--- config.mk ---
export PLATFORM = sky130hd
export DESIGN_NAME = branch_update_queue
export DESIGN_NICKNAME = d
export VERILOG_FILES = /design/src/rtl/branch_update_queue_pkg.sv /design/src/rtl/branch_update_queue_update_fifo.sv /design/src/rtl/branch_update_queue.sv
export SDC_FILE = /design/constraint.sdc
export NUM_CORES = 1
export LEC_CHECK = 0
export BUFFER_PORTS_ARGS = -buffer_cell sky130_fd_sc_hd__buf_2
export CAP_MARGIN = 40
export CORE_MARGIN = 3
export CORE_UTILIZATION = 55
export DETAILED_ROUTE_END_ITERATION = 8
export PLACE_DENSITY = 0.86
export SLEW_MARGIN = 5
export SYNTH_ARGS = -nofsm -noshare
export SYNTH_HDL_FRONTEND = slang
export SYNTH_SLANG_ARGS = --single-unit
export TNS_END_PERCENT = 30
--- constraint.sdc ---
create_clock -name clk -period 4 [get_ports clk]
set_input_delay 0.8 -clock clk [delete_from_list [all_inputs] [get_ports clk]]
set_output_delay 0.8 -clock clk [all_outputs]
set_load 0.05 [all_outputs]
--- src/rtl/branch_update_queue_pkg.sv ---
// Shared branch-predictor core types: queue entry layout, default widths and PHT counter encodings.
package branch_update_queue_pkg;

   localparam int unsigned WIDTH_DEF     = 31;
   localparam int unsigned IDX_WIDTH_DEF = 7;
   localparam int unsigned DEPTH_DEF     = 4;

   localparam int unsigned ENTRY_AW = WIDTH_DEF + 1;
   localparam int unsigned ENTRY_IW = IDX_WIDTH_DEF + 1;

   // Two-bit saturating PHT counter states
   typedef enum logic [1:0] {
      PHT_STRONG_NT = 2'b00,
      PHT_WEAK_NT   = 2'b01,
      PHT_WEAK_T    = 2'b10,
      PHT_STRONG_T  = 2'b11
   } pht_state_e;

   // One pending predictor-table update
   typedef struct packed {
      logic                is_branch;
      logic                write_btb;
      logic                taken;
      pht_state_e          next_state;
      logic [ENTRY_IW-1:0] index;
      logic [ENTRY_AW-1:0] target;
   } bu_entry_t;

endpackage

--- src/rtl/branch_update_queue_update_fifo.sv ---
// Generic power-of-two FIFO with push/pop/flush used to buffer predictor table updates.
module update_fifo #(
   parameter type         entry_t = logic,
   parameter int unsigned DEPTH   = 4
) (
   input  logic   clk,
   input  logic   reset_n,
   input  logic   flush_i,
   input  logic   push_i,
   input  logic   pop_i,
   input  entry_t data_i,
   output entry_t data_o,
   output logic   full_o,
   output logic   empty_o
);

   localparam int unsigned PW = $clog2(DEPTH);
   localparam int unsigned CW = PW + 1;

   entry_t          mem_q [DEPTH];
   logic [PW-1:0]   wr_ptr_q, wr_ptr_d;
   logic [PW-1:0]   rd_ptr_q, rd_ptr_d;
   logic [CW-1:0]   count_q, count_d;
   logic            push_ok_c;
   logic            pop_ok_c;

   assign full_o    = (count_q == CW'(DEPTH));
   assign empty_o   = (count_q == '0);
   assign push_ok_c = push_i & ~full_o & ~flush_i;
   assign pop_ok_c  = pop_i & ~empty_o & ~flush_i;
   assign data_o    = mem_q[rd_ptr_q];

   // Pointer/count next state; flush wins over push and pop
   always_comb begin
      wr_ptr_d = wr_ptr_q;
      rd_ptr_d = rd_ptr_q;
      count_d  = count_q;
      if (flush_i) begin
         wr_ptr_d = '0;
         rd_ptr_d = '0;
         count_d  = '0;
      end else begin
         if (push_ok_c) wr_ptr_d = wr_ptr_q + PW'(1);
         if (pop_ok_c)  rd_ptr_d = rd_ptr_q + PW'(1);
         unique case ({push_ok_c, pop_ok_c})
            2'b10:   count_d = count_q + CW'(1);
            2'b01:   count_d = count_q - CW'(1);
            default: count_d = count_q;
         endcase
      end
   end

   // Pointer and occupancy registers
   always_ff @(posedge clk) begin
      if (!reset_n) begin
         wr_ptr_q <= '0;
         rd_ptr_q <= '0;
         count_q  <= '0;
      end else begin
         wr_ptr_q <= wr_ptr_d;
         rd_ptr_q <= rd_ptr_d;
         count_q  <= count_d;
      end
   end

   // Entry storage; contents are meaningless outside the valid window so no reset
   always_ff @(posedge clk) begin
      if (reset_n && push_ok_c) mem_q[wr_ptr_q] <= data_i;
   end

endmodule

--- src/rtl/branch_update_queue.sv ---
// Branch update queue: buffers branch ALU outcomes until the predictor tables accept a
// write, and produces a one-cycle redirect on mispredict.
// Optional feature macro: BRANCH_UPDATE_BYPASS_EN (same-cycle table write when queue is idle).
module branch_update_queue
   import branch_update_queue_pkg::*;
#(
   parameter int unsigned WIDTH     = WIDTH_DEF,
   parameter int unsigned IDX_WIDTH = IDX_WIDTH_DEF,
   parameter int unsigned DEPTH     = DEPTH_DEF
) (
   input  logic                 clk,
   input  logic                 reset_n,
   input  logic                 request,
   input  logic                 isBranch,
   input  logic                 mispredictIn,
   input  logic                 takenBranch,
   input  logic                 writeBTB,
   input  logic [1:0]           nextState,
   input  logic [WIDTH:0]       correctAddress,
   input  logic [IDX_WIDTH:0]   tableIndex,
   input  logic                 flushAll,
   input  logic                 tblReady,
   output logic                 phtWE,
   output logic                 btbWE,
   output logic                 btbValid,
   output logic [IDX_WIDTH:0]   wrIndex,
   output logic [1:0]           wrState,
   output logic [WIDTH:0]       wrTarget,
   output logic                 redirect,
   output logic [WIDTH:0]       redirectPC,
   output logic                 full,
   output logic                 overflow
);

   localparam int unsigned AW = WIDTH + 1;
   localparam int unsigned IW = IDX_WIDTH + 1;

   bu_entry_t      enq_entry;
   bu_entry_t      head_entry;
   logic           fifo_full;
   logic           fifo_empty;
   logic           qualify_c;
   logic           bypass_c;
   logic           push_c;
   logic           pop_c;
   logic           overflow_q, overflow_d;
   logic           redirect_q, redirect_d;
   logic [WIDTH:0] redirect_pc_q, redirect_pc_d;

   assign qualify_c = request & (isBranch | writeBTB);

`ifdef BRANCH_UPDATE_BYPASS_EN
   assign bypass_c = qualify_c & fifo_empty & tblReady & ~flushAll & reset_n;
`else
   assign bypass_c = 1'b0;
`endif

   assign push_c = qualify_c & ~fifo_full & ~flushAll & ~bypass_c;
   assign pop_c  = ~fifo_empty & tblReady & ~flushAll & reset_n;

   // Pack the incoming ALU result into a queue entry
   always_comb begin
      enq_entry            = '0;
      enq_entry.is_branch  = isBranch;
      enq_entry.write_btb  = writeBTB;
      enq_entry.taken      = takenBranch;
      enq_entry.next_state = pht_state_e'(nextState);
      enq_entry.index      = ENTRY_IW'(tableIndex);
      enq_entry.target     = ENTRY_AW'(correctAddress);
   end

   update_fifo #(
      .entry_t (bu_entry_t),
      .DEPTH   (DEPTH)
   ) u_fifo (
      .clk     (clk),
      .reset_n (reset_n),
      .flush_i (flushAll),
      .push_i  (push_c),
      .pop_i   (pop_c),
      .data_i  (enq_entry),
      .data_o  (head_entry),
      .full_o  (fifo_full),
      .empty_o (fifo_empty)
   );

   // Table write port: queue head when draining, live result when bypassing
   always_comb begin
      phtWE    = 1'b0;
      btbWE    = 1'b0;
      btbValid = 1'b0;
      wrIndex  = IW'(head_entry.index);
      wrState  = head_entry.next_state;
      wrTarget = AW'(head_entry.target);
      if (pop_c) begin
         phtWE    = head_entry.is_branch;
         btbWE    = head_entry.write_btb;
         btbValid = head_entry.taken;
      end else if (bypass_c) begin
         phtWE    = isBranch;
         btbWE    = writeBTB;
         btbValid = takenBranch;
         wrIndex  = tableIndex;
         wrState  = nextState;
         wrTarget = correctAddress;
      end
   end

   // Sticky overflow and one-cycle redirect next state
   always_comb begin
      overflow_d    = overflow_q | (qualify_c & fifo_full);
      redirect_d    = request & mispredictIn;
      redirect_pc_d = redirect_pc_q;
      if (request && mispredictIn) redirect_pc_d = correctAddress;
   end

   // Status and redirect registers
   always_ff @(posedge clk) begin
      if (!reset_n) begin
         overflow_q    <= 1'b0;
         redirect_q    <= 1'b0;
         redirect_pc_q <= '0;
      end else begin
         overflow_q    <= overflow_d;
         redirect_q    <= redirect_d;
         redirect_pc_q <= redirect_pc_d;
      end
   end

   assign full       = fifo_full;
   assign overflow   = overflow_q;
   assign redirect   = redirect_q;
   assign redirectPC = redirect_pc_q;

endmodule

---- Word level (Yosys, flattened, before mapping) ----
Memory sizes are Yosys's and may differ from the RTL's. A register that Yosys moved wholly into a read port is not among the register bits.
Index checks and enable logic that the tools add are counted.
word-level totals
  flip-flop bits (word level) ............. 41
  latch bits .............................. 0
  memory bits (writable) .................. 180
  bits in read-only memories .............. 0
  bits of input ports ..................... 51
  output and inout port bits .............. 80
  logic and storage cells ................. 45
  memories ................................ 1
memories
  memory        depth  bits a word  read ports  clocked after Yosys merged registers in  wr ports  line                                   source
  u_fifo.mem_q  4      45           1           1                                        1         branch_update_queue_update_fifo.sv:20  entry_t mem_q [DEPTH];
operators by class
  add/sub/neg operators ................... 4
  $mul .................................... 0
  div/mod/pow operators ................... 0
  order comparisons ....................... 0
  equal/unequal tests ..................... 3
  shift-type cells ........................ 0
  multiplexer cells ....................... 8
  bitwise gates (word level) .............. 18
  reduce and logical (&&, ||, !) cells .... 5
operators by type and width
  operator               count
  $and A1 B1 Y1          12
  $pmux W3 S2            1
  $mux W1                5
  $add A2 B1 Y2 const B  2
  $mux W2                2
  $not A1 Y1             4
  $add A3 B1 Y3 const B  1
  $eq A3 B3 Y1 const B   1
  $logic_not A3 Y1       1
  $sub A3 B1 Y3 const B  1
  $eq A2 B1 Y1 const B   1
  $eq A2 B2 Y1 const B   1
  $logic_and A1 B1 Y1    2
  $or A1 B1 Y1           2
  $reduce_bool A2 Y1     1
  $reduce_or A2 Y1       1

---- Longest topological paths before layout ----
  word-level depth ........................ 9
  depth in mapped cells ................... 9
  depth with buffers taken out ............ 9

---- Cells and area by module ----
From an unflattened synthesis, not the netlist that was laid out.
second synthesis, totals
  cell total of the unflattened synthesis .. 448
  area, all modules ....................... 8632.0 um^2
modules (own cells, without submodules)
  module               times used  cells an instance  area each (um^2)  sequential area each (um^2)
  update_fifo          1           290                7074.3            5585.4
  branch_update_queue  1           158                1557.7            680.7

---- Worst setup path before layout ----
OpenSTA, ideal clock, no wires.
  path type ............................... input-to-output
  from .................................... input flushAll
  to ...................................... output btbValid
  data arrival time ....................... 1979 ps
  data required time ...................... 3200 ps
  setup slack ............................. 1221 ps
  cell stages on the path ................. 3
  cells stage by stage .................... nand2b_1 or2_4 nor2b_1
on the way
  cells in the longest elaborated chain, start to end .. 4
RTL lines
  what                         line                       source
  start: declaration           branch_update_queue.sv:21  input logic flushAll,
  $not A1 Y1                   branch_update_queue.sv:59  assign pop_c = ~fifo_empty & tblReady & ~flushAll & reset_n;
  $and A1 B1 Y1 (2 in series)  branch_update_queue.sv:59
  $mux W1                      branch_update_queue.sv:95  if (pop_c) begin
  end: declaration             branch_update_queue.sv:25  output logic btbValid,
Every way passes these cells.

==> flow_metrics.tcl <==
set metrics [dict create \
    whs_endpoint "redirectPC[27]" \
    first_pass_iters 4 \
    die_area_sq_um 16600 \
    coreArea_sq_um 14600 \
    min_path_type "flip-flop to flip-flop" \
    period_needed_ns 3.18 \
    netlist.area_leader.share 0.652 \
    cts_hold_buf 0 \
    fin_setup_tns_ns 0 \
    r2r_cells 9 \
    p_per_area_nw_per_um2 497 \
    insertion_delay_ns 0.48 \
    syn_inst 437 \
    postRouteAntennaNets 0 \
    synth-edff-count 180 \
    ir_worst_vdd_mv 0.307 \
    rsz0062_at_grt "no" \
    required_ns 3.20 \
    synth_ff_type "edfxtp_1" \
    final-setup-viol-count 0 \
    port_buffers 130 \
    dieHeight_microns 129 \
    cap_violations 0 \
    async_flop_share 0 \
    synth_common_cells "edfxtp_1, nand2_1, dfxtp_1, mux4_2, a21boi_0" \
    clock-sinks 223 \
    slew_headroom 0.441 \
    drc 0 \
    cts-root-buf "clkbuf_16" \
    r2r_start "u_fifo.count_q[0]" \
    routedWlPerCell_microns 20.6 \
    yosys_warnings 0 \
    cts-resized-gates 0 \
    dpl_cell_area_sq_um 9120 \
    drt-vias-per-instance 5.59 \
    wirelength_microns 16200 \
    fp-row-count 44 \
    grt_pass1_wl_microns 24500 \
    layout-drive-gt1-share 0.386 \
    grtUsageTotal 0.193 \
    r2r_slack_ns 1.68 \
    grt_remaining_overflow 0 \
    crit_path_start_kind "flip-flop" \
    yosys-top-cells-area "edfxtp_1, mux4_2, dfxtp_1" \
    cts_buffers 22 \
    hold_depth 2 \
    dr_total_vias 4390 \
    grt_pass1_vias 4453 \
    synth_cell_types 33 \
    hold_start "redirectPC[27]" \
    drv_slew 0 \
    die_w_microns 129 \
    cts.clk_slew.worst_paths_ns 0.06 \
    final.period_utilization 0.796 \
    worst_slew_pin_slew_ns 0.839 \
    cts_setup_buffers 0 \
    critical_path_class "flip-flop to output pin" \
    synth.yosys.seq_area_share 0.756 \
    critPathCaptureType "output pin" \
    fin_skew_ns 0.00693 \
    start_util 0.566 \
    outcome "finished clean" \
    design_area_sq_um 9890 \
    grt_max_degree 46 \
    synthesis.nets 494 \
    antenna_found_initial 0 \
    fin_nets 642 \
    dp_hpwl_microns 10400 \
    r2r_end "u_fifo.count_q[2]" \
    synth_top_cell_by_area "edfxtp_1" \
    clock.fmax_ghz 0.314 \
    syn_avg_cell_area_sq_um 19.0 \
    crit_arrival_ns 2.38 \
    cts_buffer_depth 3 \
    yosysMostFrequentCell "edfxtp_1" \
    final_hold_viol_count 0 \
    cts_tree "built" \
    cp_max_fo 41 \
    hold_ws_ns 0.451 \
    h-tree-depth 1 \
    ys_seq_elements 223 \
    dr.first_iter.drc_count 317 \
    diodes 0 \
    p_leak_nw 3.51 \
    syn_area_sq_um 8280 \
    gp_congestion 0.832 \
    area_growth_syn_to_layout_pct 19.3 \
    boundaryPins 131 \
]
-- placed cells by master, fill, tap and decap left out, types with 2 or more instances in the layout --
cell,count
a21boi_0,22
a21boi_1,10
a21oi_1,3
and3_2,4
buf_2,130
buf_4,14
bufinv_16,3
clkbuf_1,2
clkbuf_16,23
clkbuf_8,3
clkinv_2,5
clkinvlp_4,3
dfxtp_1,41
edfxtp_1,180
ha_1,5
inv_1,6
mux4_1,2
mux4_2,43
nand2_1,67
nor2_1,5
nor2b_1,4
o21ai_0,5
or3_1,3
xor2_1,3
-- state kept, by name (all words and copies together) (netlist names), named ones only --
name	flops
u_fifo.count_q	3
u_fifo.mem_q	180
u_fifo.wr_ptr_q	2
u_fifo.rd_ptr_q	2
redirectPC	32
overflow	1
redirect	1
-- stage by stage --
step	setup WS (ns)	std cells	power [mW]	util
final	0.817	785	4.92	0.675
after global routing	0.641	785	5.07	0.675
after CTS	0.736	785	4.95	0.675
after detailed placement	1.09	745	2.86	0.623
after global placement	1.21	745	2.85	0.623
after floorplan	1.22	437	2.76	-
-- cell type report --
type,instances,area (sq um)
Sequential cell,223,6270
Fill cell,963,4760
Clock buffer,28,624
Inverter,6,22.5
Timing Repair Buffer,144,756
Tap cell,184,230
Multi-Input combinational cell,188,1840
Clock inverter,12,141
-- critical path: stages, from the launching register on --
cell and delay, ns:
dfxtp_4 0.90, buf_4 0.27, mux4_2 0.49, buf_2 0.22
-- kinds of logic after synthesis --
kind of cell | after synthesis | share of synthesized area
AO/OA/AOI/OAI | 43 | 0.0367
XOR/XNOR | 3 | 0.00317
adder cells (fa/ha/maj) | 6 | 0.00997
buffers and inverters | 26 | 0.0219
flip-flops | 223 | 0.756
multiplexers | 46 | 0.124
AND/OR/NAND/NOR | 90 | 0.0474
-- per-layer routing --
layer / GRT usage / up-vias / wire length [microns]
met5: 0 / - / 0
met4: 0.0482 / 0 / 293
met3: 0.0332 / 23 / 1060
met2: 0.335 / 164 / 8450
met1: 0.257 / 2215 / 6350
li1: - / 1988 / -
-- power breakdown --
group          total, mW  internal (mW)  leakage (nW)  switching, mW
combinational      0.258         0.0704          1.16          0.187
clock               2.11           1.30         0.371          0.808
sequential          2.55           2.54          1.98         0.0157
-- worst max-delay path by stage --
stage	cells after the start	start	endpoint	slack, ns
2_1_floorplan	3	flushAll	btbValid	1.22
3_3_place_gp	10	flushAll	u_fifo.count_q[2]	1.21
3_5_place_dp	10	flushAll	u_fifo.count_q[2]	1.09
4_1_cts	3	flip-flop	wrTarget[19]	0.74
5_1_grt	3	flip-flop	wrTarget[17]	0.64
6_report	3	flip-flop	wrTarget[16]	0.82
(Power assumes the default switching activity.)
